File: config.mk
export PLATFORM = sky130hd
export DESIGN_NAME = adder_share_arbiter
export DESIGN_NICKNAME = d
export VERILOG_FILES = /design/src/rtl/adder_share_arbiter.sv
export SDC_FILE = /design/constraint.sdc
export NUM_CORES = 1
export LEC_CHECK = 0
export CORE_MARGIN = 2
export CORE_UTILIZATION = 36
export DETAILED_ROUTE_END_ITERATION = 8
export GPL_ROUTABILITY_DRIVEN = 0
export GPL_TIMING_DRIVEN = 0
export PLACE_DENSITY = 0.79
export SETUP_SLACK_MARGIN = 0.3
export SLEW_MARGIN = 20
export SYNTH_ARGS = -nofsm -noshare
export SYNTH_HDL_FRONTEND = slang
export SYNTH_SLANG_ARGS = --single-unit
File: constraint.sdc
create_clock -name clk -period 5.5 [get_ports clk]
set_input_delay 0.825 -clock clk [delete_from_list [all_inputs] [get_ports clk]]
set_output_delay 0.825 -clock clk [all_outputs]
set_load 0.02 [all_outputs]
File: src/rtl/adder_share_arbiter.sv
// Round-robin arbiter sharing one A + zero-extended B adder between NUM_REQ requesters.
// Each granted operation is summed, registered once and presented with its requester ID
// on a single valid/ready result port that supports backpressure.
// Optional: define ADDER_ARB_STALL_CNT_EN to add a 32-bit result-stall cycle counter.
module adder_share_arbiter #(
    parameter int unsigned NUM_REQ = 4,
    parameter int unsigned A_W     = 50,
    parameter int unsigned B_W     = 12,
    parameter int unsigned ID_W    = 2
) (
    input  logic                   clk,
    input  logic                   reset,
    input  logic [NUM_REQ-1:0]     req_valid,
    output logic [NUM_REQ-1:0]     req_ready,
    input  logic [NUM_REQ*A_W-1:0] req_a,
    input  logic [NUM_REQ*B_W-1:0] req_b,
    output logic                   res_valid,
    input  logic                   res_ready,
    output logic [A_W:0]           res_sum,
    output logic [ID_W-1:0]        res_id
`ifdef ADDER_ARB_STALL_CNT_EN
    ,
    output logic [31:0]            stall_cnt
`endif
);

    logic            res_valid_q, res_valid_d;
    logic [A_W:0]    res_sum_q, res_sum_d;
    logic [ID_W-1:0] res_id_q, res_id_d;
    logic [ID_W-1:0] rr_ptr_q, rr_ptr_d;

    logic            slot_free;
    logic            grant_found;
    logic [ID_W-1:0] grant_idx;
    logic            xfer;
    logic [A_W-1:0]  a_sel;
    logic [B_W-1:0]  b_sel;

    // The output register can take a new sum when empty or being drained this cycle.
    assign slot_free = !res_valid_q || res_ready;

    // Round-robin search: first valid requester at or after rr_ptr, wrapping mod NUM_REQ.
    always_comb begin
        logic [ID_W-1:0] cand;
        grant_found = 1'b0;
        grant_idx   = '0;
        for (int k = 0; k < NUM_REQ; k++) begin
            cand = ID_W'((32'(rr_ptr_q) + 32'(k)) % NUM_REQ);
            if (!grant_found && req_valid[cand]) begin
                grant_found = 1'b1;
                grant_idx   = cand;
            end
        end
    end

    // One-hot ready to the winner only; suppressed in reset and while the result stalls.
    always_comb begin
        req_ready = '0;
        xfer      = 1'b0;
        if (!reset && slot_free && grant_found) begin
            req_ready = NUM_REQ'(1) << grant_idx;
            xfer      = 1'b1;
        end
    end

    // Operand mux for the winning requester.
    always_comb begin
        a_sel = '0;
        b_sel = '0;
        for (int i = 0; i < NUM_REQ; i++) begin
            if (grant_idx == ID_W'(i)) begin
                a_sel = req_a[i*A_W +: A_W];
                b_sel = req_b[i*B_W +: B_W];
            end
        end
    end

    // Next state: load on transfer, drop valid on a handshake without refill, else hold.
    always_comb begin
        res_valid_d = res_valid_q;
        res_sum_d   = res_sum_q;
        res_id_d    = res_id_q;
        rr_ptr_d    = rr_ptr_q;
        if (xfer) begin
            res_valid_d = 1'b1;
            res_sum_d   = {1'b0, a_sel} + (A_W+1)'(b_sel);
            res_id_d    = grant_idx;
            rr_ptr_d    = (grant_idx == ID_W'(NUM_REQ - 1)) ? '0 : grant_idx + ID_W'(1);
        end else if (res_valid_q && res_ready) begin
            res_valid_d = 1'b0;
        end
    end

    // Result register and round-robin pointer with synchronous reset.
    always_ff @(posedge clk) begin
        if (reset) begin
            res_valid_q <= 1'b0;
            res_sum_q   <= '0;
            res_id_q    <= '0;
            rr_ptr_q    <= '0;
        end else begin
            res_valid_q <= res_valid_d;
            res_sum_q   <= res_sum_d;
            res_id_q    <= res_id_d;
            rr_ptr_q    <= rr_ptr_d;
        end
    end

    assign res_valid = res_valid_q;
    assign res_sum   = res_sum_q;
    assign res_id    = res_id_q;

`ifdef ADDER_ARB_STALL_CNT_EN
    logic [31:0] stall_cnt_q;

    // Count cycles a result waits on downstream; wraps naturally at 2^32.
    always_ff @(posedge clk) begin
        if (reset) begin
            stall_cnt_q <= '0;
        end else if (res_valid_q && !res_ready) begin
            stall_cnt_q <= stall_cnt_q + 32'd1;
        end
    end

    assign stall_cnt = stall_cnt_q;
`endif

endmodule

Word-level counts from Yosys, hierarchy flattened

Cells that the tools add are included.

Flip-flop bits (word level): 56
Memory bits (writable): 0
Bits in read-only memories: 0
Logic and storage cells: 60
Memories kept: 0
Bits in latches: 0

Mux-type cells: 29
Bitwise operators: 0
Multiply operators: 0
Magnitude comparators: 4
Equal/unequal tests: 3
Shifts and indexed selects: 1
Add/subtract/negate cells: 5
Reduce and logical (&&, ||, !) cells: 14
Div/mod/pow operators: 0

Operator list:

| operator                                                                      | count |
|---|---|
| 50-bit two-way mux                                                            | 4 |
| 50-bit by 12-bit adder with 51-bit output                                     | 1 |
| 12-bit two-way mux                                                            | 4 |
| 2-bit by 3-bit less-than comparator with 1-bit output (second input constant) | 4 |
| 1-bit two-way mux                                                             | 11 |
| 2-bit two-way mux                                                             | 5 |
| 1-bit binary-select mux with 2-bit select                                     | 4 |
| 1-bit logical AND                                                             | 6 |
| 1-bit zero test                                                               | 5 |
| 2-bit by 1-bit adder with 2-bit output (second input constant)                | 2 |
| 2-bit adder (second input constant)                                           | 2 |
| 2-bit equality test (second input constant)                                   | 2 |
| 4-bit two-way mux                                                             | 1 |
| 1-bit by 2-bit << shifter with 4-bit output (first input constant)            | 1 |
| 2-bit by 1-bit equality test with 1-bit output (second input constant)        | 1 |
| 2-bit zero test                                                               | 1 |
| 2-bit nonzero test                                                            | 1 |
| 1-bit logical OR                                                              | 1 |

Logic depth before layout (Yosys ltp)

Word-level depth: 18
Gate-level depth with buffers: 30

Worst setup path after synthesis

Ideal clock, no wire load.

Kind: input to register
Start: in req_valid[0]
End: reg res_sum_q[34], in the netlist res_sum[34]
Data arrival time: 5.332 ns
Setup time: 0.129 ns
Data required time: 5.371 ns
Slack: 0.039 ns
Cell stages on the path: 26
Buffers on the path: 7
Cell sequence: nor4_1 -> nor2_1 -> inv_1 -> ha_1 -> buf_4 -> buf_6 -> buf_4 -> clkbuf_1 -> nor2b_1 -> clkbuf_1 -> clkbuf_1 -> a221o_1 -> o21ai_0 -> o21ai_0 -> ha_1 -> inv_1 -> fa_1 -> nand2b_1 -> a21oi_1 -> o21ai_0 -> o211ai_1 -> and4_1 -> clkbuf_1 -> nand4b_1 -> xnor2_1 -> o21ai_0

Cells in the longest elaborated chain, start to end: 18
Elaborated cells between the ends (all ways): 37

RTL lines:

| what                                                                   | RTL line | RTL |
|---|---|---|
| from (decl)                                                            | 13       | `input logic [NUM_REQ-1:0] req_valid,` |
| 1-bit binary-select mux with 2-bit select                              | 49       | `if (!grant_found && req_valid[cand]) begin` |
| 1-bit two-way mux (not written as such)                                | 49       |  |
| 1-bit two-way mux                                                      | 49       |  |
| 1-bit zero test                                                        | 49       |  |
| 1-bit logical AND                                                      | 49       |  |
| 1-bit two-way mux                                                      | 49       |  |
| 1-bit zero test                                                        | 49       |  |
| 1-bit logical AND                                                      | 49       |  |
| 1-bit two-way mux                                                      | 49       |  |
| 1-bit zero test                                                        | 49       |  |
| 1-bit logical AND                                                      | 49       |  |
| 2-bit two-way mux *                                                    | 49       |  |
| via grant_idx[0]                                                       | 34       | `logic [ID_W-1:0] grant_idx;` |
| 2-bit zero test                                                        | 71       | `if (grant_idx == ID_W'(i)) begin` |
| 50-bit two-way mux or 12-bit two-way mux (tied branches) (4 in series) | 71       |  |
| 50-bit by 12-bit adder with 51-bit output *                            | 86       | `res_sum_d = {1'b0, a_sel} + (A_W+1)'(b_sel);` |
| to (signal assigned)                                                   | 103      | `res_sum_q <= res_sum_d;` |
| to (decl)                                                              | 28       | `logic [A_W:0] res_sum_q, res_sum_d;` |

Mark *: on every way through the listed nets, which the timed path passes. The rest lies on a longest branch. The select of a mux whose other input is x is not followed.
A chain may end at the register's enable or synchronous reset.

Worst setup path in the final report

Start: in req_valid[0]
End: reg res_sum_q[43], in the netlist res_sum[43]

The elaborated chain is that of the path after synthesis.

==> results.tsv <==
metric	value	unit
run status	completed	
P per Cell Area	421	mW/mm²
worst r2r src	rr_ptr_q[0]$_SDFFE_PP0P_	
Synth Net Count	1027	
core footprint	0.0151	mm²
Period Utilization, post-route	95.8	%
worst endpoint data arrival time	5.46	ns
Routed WL	28400	µm
nets	1394	
die height	128	µm
Layout area overhead	80.6	%
I/O Buffers	312	
crit path time final	5.27	ns
WL per Instance	21.7	µm
FP Rows	45	
CTS Buffer Depth	2	
dpl ws	-1.51	ns
Pre-antenna DRT Iters	6	
GRT Total Usage	32.4	%
area leader, netlist	dfxtp_1	
root buffer cell	clkbuf_16	
GRT Residual Overflow	0	
vias in the first global route	7183	
DRT antenna net count	0	
Critical Path RT	5.69	ns
worst r2r dst	res_sum[43]$_SDFFE_PP0P_	
yosys synthesis warning count	0	
clk slew on worst S/H paths	0.09	ns
Starting Density	36.5	%
M3 GR Usage	6.01	%
commonest non-fill, non-tap cell in the layout	clkdlybuf4s50_1	
DP Wirelength	21400	µm
TritonCTS Buffers	5	
hold buffer count at CTS	0	
Avg Inst Size Synth	7.29	µm²
Cell Area, Synth	0.00551	mm²
crit-path max FO	5	
unique cell type count in the Yosys netlist	63	
most used routing layer	met2	
Slew @ Worst Pin	0.776	ns
largest net degree at the start of global routing	20	
hold path startpoint	res_sum[22]$_SDFFE_PP0P_	
Initial DRC Count	852	
f_max	0.190	GHz
synth top area cells	dfxtp_1 (20%), o21ai_0 (9.1%), nand3b_1 (9.0%)	
M2 GR Usage	51.7	%
multi-input logic area	0.00434	mm²
CP Capture Type	flop	
Worst R2R Setup Slack	0.38	ns
number of flops mapped to enable cells by yosys	0	
share of cells above drive strength 1	16.0	%
Vias/cell	5.90	
fillcell total	1272	
final setup fails	0	
asr flop ratio synth	0	%
Skew-Pair Late Insertion Delay	0.31	ns
H-tree depth	2	
first-pass GRT wire length	41000	µm
DRC viols	0	
#FFs+latches synth	56	
sequential share of the synthesized area	20.4	%
Final Max Tran Viols	0	
Pleak	3.71	nW
WHS Path Cells	2	
hold path endpoint	res_sum[22]$_SDFFE_PP0P_	
CTS tree	done	
Inst Count DP	1255	
Slowest-stage cell, CP	or4_4	
crit path kind	input port to flop	
post-synthesis cell count	755	
die area	0.0163	mm²
top cell type's share of synthesized area	20.4	%
FF/Latch Area	0.00112	mm²
fin cells	1312	
Clock Skew	0.0181	ns
Worst Reg-to-Reg Cells	27	
RSZ-0062 raised after global routing	yes	
# Max-Cap Violations	0	
ys flop type	dfxtp_1	
setup ws final	0.230	ns
Die X	128	µm
via count	7744	
worst rel slew slack	48.3	%
maximum vdd drop	0.215	mV
I/O pin count	313	
most frequent cells in the layout	clkdlybuf4s50_1 (308), nand2_1 (96), nand3b_1 (66)	
Hold WC Path Type	flop to flop	
Clock Sinks	56	
Hold Fails Final Rpt	0	
initial antenna violation count	1	
Crit path largest cell delay	0.48	ns
CP Launch Type	input port	
met1 GRT Util	44.1	%
## state kept, by name, summed over array words and instances, names as in the netlist
register,flops
res_id,2
rr_ptr_q,2
res_sum,51
res_valid,1
## repair_timing
| item | in CTS | in global routing |
|---|---|---|
| buffers inserted | 24 | 21 |
| pin swaps | 32 | 57 |
| resized for setup | 96 | 89 |
| setup endpoints to repair | 47 | 41 |
| gates cloned | 2 | 1 |
## critical path, delay by kind of cell
family	cells	cell delay, ns
AO/OA/AOI/OAI	9	1.41
XOR/XNOR	1	0.15
adder cells (fa/ha/maj)	2	0.56
buffers and inverters	10	1.13
AND/OR/NAND/NOR	7	1.37
## logic make-up (layout without fill, tap and decap cells)
family / after synthesis / after routing / synth area share, %
AND/OR/NAND/NOR: 291 / 291 / 29.8
AO/OA/AOI/OAI: 261 / 261 / 31.1
flip-flops: 56 / 56 / 20.4
buffers and inverters: 82 / 450 / 7.02
other: 0 / 1 / 0
adder cells (fa/ha/maj): 17 / 17 / 4.00
XOR/XNOR: 46 / 46 / 7.32
multiplexers: 2 / 2 / 0.364
## layout make-up
| cell class | instances | area share, % |
|---|---|---|
| Multi-Input combinational cell | 617 | 43.6 |
| Timing Repair Buffer | 360 | 35.4 |
| Sequential cell | 56 | 11.3 |
| Buffer | 65 | 5.13 |
| Tap cell | 188 | 2.37 |
| Clock buffer | 5 | 1.26 |
| Inverter | 17 | 0.692 |
| Clock inverter | 3 | 0.252 |
| Antenna cell | 1 | 0.0252 |
## metal layers
layer / vias up / part of all wire [%]
li1: 3550 / -
met1: 3622 / 42
met2: 498 / 45
met3: 74 / 9.7
met4: 0 / 3.6
met5: - / 0
## worst max-delay path by stage
stage                      start                        to  slack, ns  cells past startpoint
floorplan           req_valid[0]  res_sum[34]$_SDFFE_PP0P_       0.32                     30
global placement    req_valid[0]  res_sum[34]$_SDFFE_PP0P_      -1.41                     29
CTS                 req_valid[0]  res_sum[41]$_SDFFE_PP0P_       0.22                     28
detailed placement  req_valid[0]  res_sum[34]$_SDFFE_PP0P_      -1.51                     29
global route        req_valid[0]  res_sum[43]$_SDFFE_PP0P_       0.09                     29
finish              req_valid[0]  res_sum[43]$_SDFFE_PP0P_       0.23                     29
## per-stage QoR
stage	TNS, ns	utilization [%]	hold slack [ns]	instance area [µm²]	total power, mW
floorplan	0	-	0.500	5560	2.20
global placement	-39.23	59.1	0.464	8920	3.14
detailed placement	-42.39	59.1	0.471	8920	3.17
CTS	0	62.9	0.486	9490	3.77
global route	0	65.9	0.495	9940	4.41
finish	0	65.9	0.478	9940	4.19
## report_power, final
| group | internal, mW | switching, mW |
|---|---|---|
| Sequential | 0.537 | 0.0833 |
| Clock | 0.173 | 0.168 |
| Combinational | 1.48 | 1.75 |
## cells in the mapped netlist (7+ instances only)
library cell / number
o211ai_1: 18
nand3_1: 16
o21ai_0: 100
ha_1: 16
a21oi_1: 44
nor2_1: 29
a31oi_1: 7
buf_4: 8
xnor2_1: 25
a221o_1: 23
and3_1: 9
nor2b_1: 10
nor3_1: 10
a221oi_1: 7
nand3b_1: 66
dfxtp_1: 56
clkbuf_1: 37
nand2_1: 98
o22ai_1: 11
inv_1: 16
a21o_1: 7
o221a_2: 10
nand4_1: 15
xor2_1: 21
buf_2: 9
Power figures use the tool's default switching activity.
